`config.mk`:
```
export PLATFORM = sky130hd
export DESIGN_NAME = operation_r_seq_bw16
export DESIGN_NICKNAME = d
export VERILOG_FILES = /design/src/rtl/operation_r_seq_bw16.sv
export SDC_FILE = /design/constraint.sdc
export NUM_CORES = 1
export LEC_CHECK = 0
export ABC_CLOCK_PERIOD_IN_PS = 1970
export CAP_MARGIN = 30
export CORE_MARGIN = 2
export CORE_UTILIZATION = 35
export CTS_BUF_LIST = sky130_fd_sc_hd__clkbuf_4
export CTS_CLUSTER_DIAMETER = 80
export DETAILED_ROUTE_END_ITERATION = 10
export PLACE_DENSITY = 0.78
export SLEW_MARGIN = 10
export SYNTH_ARGS = -nofsm -noshare
export SYNTH_HDL_FRONTEND = slang
export SYNTH_SLANG_ARGS = --single-unit
export TNS_END_PERCENT = 1
```
`constraint.sdc`:
```
create_clock -name CLK -period 1.97 [get_ports CLK]
set_input_delay 0.2955 -clock CLK [delete_from_list [all_inputs] [get_ports CLK]]
set_output_delay 0.2955 -clock CLK [all_outputs]
set_load 0.02 [all_outputs]
```
`src/rtl/operation_r_seq_bw16.sv`:
```
// operation_r_seq_bw16: primitive-recursion sequencer driving external base/step units.
// Optional sub-unit watchdog enabled by defining OP_TIMEOUT_EN.
module operation_r_seq_bw16 #(
    parameter int BW  = 16,
    parameter int TMO = 255
) (
    input  logic          CLK,
    input  logic          RST,
    input  logic          ST,
    output logic          RD,
    output logic [BW-1:0] RES,
    input  logic [BW-1:0] IN0,
    input  logic [BW-1:0] IN1,
    output logic          B_ST,
    input  logic          B_RD,
    input  logic [BW-1:0] B_RES,
    output logic          S_ST,
    input  logic          S_RD,
    input  logic [BW-1:0] S_RES,
    output logic [BW-1:0] S_ACC,
    output logic [BW-1:0] S_X,
    output logic [BW-1:0] S_CNT,
    output logic          ERR
);
    typedef enum logic [2:0] {IDLE, B_GO, B_LO, B_HI, S_GO, S_LO, S_HI, DONE} state_t;
    state_t        r_state, w_next;
    logic          r_st, r_arm;
    logic [BW-1:0] r_x, r_n, r_i, r_acc;
    logic          w_start, w_last, w_wait;
    // r_arm blocks a start until ST has been seen low after reset
    assign w_start = ST & ~r_st & r_arm & (r_state == IDLE || r_state == DONE);
    assign w_last  = (r_i + BW'(1)) == r_n;
    assign w_wait  = r_state == B_LO || r_state == B_HI || r_state == S_LO || r_state == S_HI;
    assign RD      = r_state == IDLE || r_state == DONE;
    assign B_ST    = r_state == B_GO;
    assign S_ST    = r_state == S_GO;
    assign RES     = r_acc;
    assign S_ACC   = r_acc;
    assign S_X     = r_x;
    assign S_CNT   = r_i;
`ifdef OP_TIMEOUT_EN
    localparam int CW = $clog2(TMO + 1);
    logic [CW-1:0] r_cnt;
    logic          r_err, w_to;
    assign ERR = r_err;
`else
    assign ERR = 1'b0;
`endif
    always_comb begin
        w_next = r_state;
        case (r_state)
            IDLE, DONE: w_next = w_start ? B_GO : r_state;
            B_GO:       w_next = B_LO;
            B_LO:       w_next = B_RD ? B_LO : B_HI;
            B_HI:       w_next = !B_RD ? B_HI : (r_n == '0 ? DONE : S_GO);
            S_GO:       w_next = S_LO;
            S_LO:       w_next = S_RD ? S_LO : S_HI;
            S_HI:       w_next = !S_RD ? S_HI : (w_last ? DONE : S_GO);
            default:    w_next = IDLE;
        endcase
`ifdef OP_TIMEOUT_EN
        w_to = w_wait && w_next == r_state && r_cnt == CW'(TMO - 1);
        if (w_to) w_next = DONE;
`endif
    end
    always_ff @(posedge CLK or negedge RST) begin
        if (!RST) begin
            r_state <= IDLE;
            r_st    <= 1'b0;
            r_arm   <= 1'b0;
            r_x     <= '0;
            r_n     <= '0;
            r_i     <= '0;
            r_acc   <= '0;
        end else begin
            r_state <= w_next;
            r_st    <= ST;
            r_arm   <= r_arm | ~ST;
            if (w_start) begin
                r_x <= IN0;
                r_n <= IN1;
                r_i <= '0;
            end
            if (r_state == B_HI && B_RD) r_acc <= B_RES;
            if (r_state == S_HI && S_RD) begin
                r_acc <= S_RES;
                r_i   <= r_i + BW'(1);
            end
        end
    end
`ifdef OP_TIMEOUT_EN
    // counter restarts whenever the state changes and only runs while waiting on a sub-unit
    always_ff @(posedge CLK or negedge RST) begin
        if (!RST) begin
            r_cnt <= '0;
            r_err <= 1'b0;
        end else begin
            r_cnt <= (w_next != r_state || !w_wait) ? '0 : r_cnt + CW'(1);
            r_err <= w_to ? 1'b1 : (w_start ? 1'b0 : r_err);
        end
    end
`endif
endmodule

```
---- Yosys cells after proc, flatten, opt, wreduce, memory -nomap -nowiden ----
Cells that the tools add are included.
operators by class
  add/subtract/negate cells ............... 1
  equal/unequal tests ..................... 9
  mux-type cells .......................... 12
  bitwise gates (word level) .............. 6
  reduce and logical (&&, ||, !) cells .... 8
operators with widths
  kind                                                                   number
  16-bit two-way mux                                                     4
  3-bit case mux with 7 select lines                                     1
  16-bit by 1-bit adder with 16-bit output, second input constant        1
  16-bit equality test                                                   1
  16-bit logical NOT                                                     1
  3-bit equality test, second input constant                             4
  2-bit two-way mux                                                      4
  3-bit by 2-bit equality test with 1-bit output, second input constant  2
  3-bit two-way mux                                                      2
  2-bit nonzero test                                                     2
  1-bit bitwise AND                                                      3
  3-bit by 1-bit equality test with 1-bit output, second input constant  1
  3-bit logical NOT                                                      1
  1-bit logical AND                                                      2
  2-bit inequality test, second input constant                           1
  1-bit inverter                                                         2
  2-bit OR reduction                                                     1
  1-bit logical OR                                                       1
  1-bit two-way mux                                                      1
  1-bit OR                                                               1
storage, ports and cells
  flip-flop bits (word level) ............. 69
  word-level logic and storage cells ...... 43

---- Depth between registers and ports, before layout ----
  word-level depth ........................ 6
  depth in mapped cells ................... 8
  depth with buffers taken out ............ 6

---- Worst setup path before layout ----
No wires, ideal clock.
  path type ............................... register to register
  start point ............................. register r_i[0], in the netlist S_CNT[0]
  end point ............................... register r_state[0]
  data arrival time ....................... 1,964 ps
  slack ................................... -86 ps
  stages on the path, launching flop included .. 7
  path buffers ............................ 0
  clock period less this slack ............ 2,056 ps
  path through ............................ dfrtp_1 ha_1 nand3_1 nor4_1 xnor2_1 o2111ai_1 o31ai_2
on the way
  cells in the longest elaborated chain, start to end .. 5
ends and longest elaborated chain
  item                                      RTL line  source
  start: declaration                        28        logic [BW-1:0] r_x, r_n, r_i, r_acc;
  start signal: assignment                  87        r_i <= r_i + BW'(1);
  16-bit by 1-bit adder with 16-bit output  32        assign w_last = (r_i + BW'(1)) == r_n;
  16-bit equality test                      32
  2-bit two-way mux (2 in series)           58        S_HI: w_next = !S_RD ? S_HI : (w_last ? DONE : S_GO);
  3-bit case mux with 7 select lines        51        case (r_state)
  end signal: assignment                    76        r_state <= w_next;
  end: declaration                          26        state_t r_state, w_next;
No other way between the ends.
A chain may end at the register's enable or synchronous reset.

---- Final worst setup path ----
  start point ............................. register r_i[9], in the netlist S_CNT[9]
  end point ............................... register r_state[1]
Same word-level chain as after synthesis.

==> impl.org <==
** Die
- Die Y-Extent :: ~110 um
- Core area :: between 10,000 and 15,000 um2
- Number of placed I/O pins :: 137
- Die footprint :: 11,450 um2
- In this run the core area contains 37 standard-cell rows.
- Once the floorplan was initialized, standard cells occupied 35.98% of the core.
- Die width :: approximately 110 um

** Critical path
- The worst setup path is of the reg2reg kind.
- CP Launch Type :: flip-flop
- At the worst endpoint, the required time is between 2 and 2.5 ns.
- Source of the critical timing path :: S_CNT[9]
- Worst-path fanout max :: 6
- Worst Setup End Kind :: flip-flop
- In this run the critical register-to-register path is launched from S_CNT[9].
- Arr. time, crit path :: around 2.3 ns

** Synthesis
- The most used flip-flop cell after synthesis is dfrtp_1.
- Synth area leaders :: dfrtp_1 46%, mux2_2 7.0%, mux2i_1 4.3%
- Proportion of synthesized chip area in sequential cells :: 46.48%
- dfrtp_1 takes more of the synthesized area than any other cell.
- For this run, asynchronously set or reset flops after synthesis account for 100.0%.
- Yosys printed 0 warnings.
- Summed over its instances, the top area cell type makes up between 40% and 50% of the synthesized netlist area.
- Mean instance size in the synthesized netlist :: 10.41 um2
- Synthesis produced a netlist with a net count of between 400 and 500.
- The synthesized design contains just under 70 register bits.
- dfrtp_1 is the most common cell in the netlist.
- Number of distinct library cell variants in the gate-level netlist after synthesis :: 56
- Leading post-synthesis cells by instance count :: 69 x dfrtp_1, 39 x nand2_1, 27 x o21ai_0, 23 x mux2_2, 19 x buf_4
- Yosys mapped a number of flops with a built-in enable equal to 0.
- Cells after synthesis :: about 360
- Post-Synthesis Cell Area :: 3715 um2

** Timing
- Setup-failing EPs final :: 0
- Fmax :: 0.5176 GHz
- At the pin with the least slew margin, the transition time is 0.5391 ns.
- The clock arrives with 0.01430 ns of skew.
- Worst-case setup margin in the final layout :: ~0.038 ns
- Number of slew-limit violations in the final report :: 0
- The worst pin sits at a relative slew slack of 63.73%.
- Setup repair after global routing could not meet its margin everywhere.
- Tightest hold margin :: roughly 0.37 ns
- The worst path needs roughly 1.9 ns of the cycle, external delays included.
- After layout, the worst path uses 98.08% of the clock period.
- Final hold viol count :: 0

** CTS
- Number of buffers on the longest clock path :: 2
- Number of buffers inserted to repair setup after CTS :: 0
- At the later pin of the worst-skew pair, clock insertion delay measures 0.41 ns.
- Buffer type at the clock tree root :: clkbuf_4
- TritonCTS clock tree :: done
- Counting the buffers created by CTS gives 9.
- Clock transition at the registers of the reported paths :: ~0.11 ns
- Clock net sink count :: 69
- In this run the number of H-tree levels came out at 3.

** Finish
- Area occupied by multi-input gates :: between 1500 and 2000 um2
- Antenna diode instance count :: 0
- For this run, the share of the core covered by cells in the final layout is a little over half.
- Sequential cell area in the final layout :: between 1500 and 2000 um2
- From synthesis to final layout, the design area changed by 46.58%.
- Of the cells placed in the final design, the portion with a size suffix greater than 1 is between 10% and 20%.
- After routing the design area is ~5400 um2.
- In the final design database the tool counted around 570 nets.
- Fill cell instance count of the final layout :: 871
- The count of cells in the finished layout, fillers not included, comes to between 600 and 700.

** GRT
- The total overflow left after global routing is 0.
- GRT Overall Usage :: between 10% and 20%
- The number of global-route vias before repair is roughly 3,300.
- The initial antenna violation count came to 0.
- Pin count of the biggest net entering global routing :: 36
- The first global-routing pass estimated between 15,000 and 20,000 um of wire.

** Pwr
- For this design the static power due to leakage is roughly 2.3 nW.
- Worst IR drop on VDD :: 0.7264 mV
- Power spread over the standard cell area amounts to 1315 nW/um2.

** Drt
- Mean number of vias per cell :: between 5 and 6
- Detailed-route via count :: between 3,000 and 4,000
- DR iter-0 viols :: roughly 230
- After detailed routing, the average wire length per cell comes to between 15 and 20 um.
- Number of search-and-repair iterations in the first detailed-routing pass :: 4
- In the routed design, unresolved DRC markers number 0.
- For this block, the routed nets add up to 10,030 um of wire.
- The detail route stage leaves a number of antenna-violating nets equal to 0.

** Placed design
- Final weighted congestion of routability-driven global placement :: around 0.95
- Port Buf Inserts :: between 100 and 150
- Summing all placed instances gives a cell area of 5300 um2.
- Pre-CTS setup slack :: -0.1676 ns
- Final HPWL from detailed placement :: just under 8000 um
- After detailed placement, the design holds a cell count of between 600 and 700.

** Run status
- The run finished with clean final reports.

** Job
- Across the run, the number of max-cap violations was 0.

** Hold path
- The path class of the tightest hold or removal check is in2async.
[kinds of logic after synthesis]
logic type               after synthesis  share of synthesized area (%)
AO/OA/AOI/OAI                         74                          12.19
XOR/XNOR                              21                          5.692
buffers and inverters                 41                          6.467
other                                  1                         0.1009
flip-flops                            69                          46.48
adder cells (fa/ha/maj)                1                         0.3368
multiplexers                          48                          14.01
AND/OR/NAND/NOR                      102                          14.72
[cell usage in the layout (no fill, tap or decap), types with 6 or more instances in the layout]
master | synthesis | final
mux2i_1 | 16 | 16
nor2_1 | 14 | 13
and3_1 | 6 | 6
o21ai_0 | 27 | 27
xor2_1 | 7 | 7
a21oi_1 | 6 | 6
clkbuf_4 | 0 | 10
mux2_2 | 23 | 23
xnor2_1 | 12 | 12
clkdlybuf4s50_1 | 0 | 129
o21ai_1 | 14 | 14
buf_4 | 19 | 33
mux2_1 | 9 | 9
dfrtp_1 | 69 | 64
nand3_1 | 7 | 6
nand2_1 | 39 | 39
[routing by layer]
layer	routed length [um]	GRT usage [%]	up-vias
li1	-	-	1555
met1	4000	22.26	1576
met2	5281	30.24	118
met3	604	4.863	11
met4	142	5.473	0
met5	0	0	-
[metrics by stage]
stage	total power, mW	setup TNS (ns)
floorplan	4.742	0
global placement	6.183	-1.557
detailed placement	6.323	-5.163
CTS	7.195	0
global route	7.607	-0.07086
finish	7.158	0
[power by group]
group	switching [mW]	internal (mW)	leakage [nW]
clock	0.494	0.389	0.0736
sequential	0.474	1.98	0.849
combinational	1.88	1.95	1.39
[cell type report]
class                           count  area share (%)
Multi-Input combinational cell    247           32.49
Sequential cell                    69           31.82
Timing Repair Buffer              171           30.01
Tap cell                          136           3.125
Clock buffer                       10           1.379
Clock inverter                      5          0.9651
Inverter                            3          0.2068
[what timing repair did]
action	in CTS	in global routing
pin swaps	0	3
endpoints found under the hold margin	15	0
endpoints found under the setup margin	5	10
gates resized for setup	4	16
hold buffers	1	0
[registers in the layout, indices dropped and copies added, names as in the netlist]
register,flops
S_CNT,16
S_X,16
r_n,16
r_arm,1
RES,16
r_state,3
r_st,1
[worst paths after layout]
check	endpoint	slack (ns)	depth (start not counted)
max	r_state[1]	0.04	5
min	S_X[15]	0.37	2
max reg2reg	r_state[1]	0.04	5
min reg2reg	r_arm	0.49	1
max in group asynchronous	S_X[6]	0.99	3
min in group CLK	r_st	0.38	1
[critical path: stages, from the launching register on]
cell	delay (ns)
dfrtp_2	0.45
nand4_4	0.16
or4_1	0.54
a32oi_1	0.23
nand4_1	0.23
o31ai_2	0.25
Note: power is estimated with default switching activity, not from simulation.
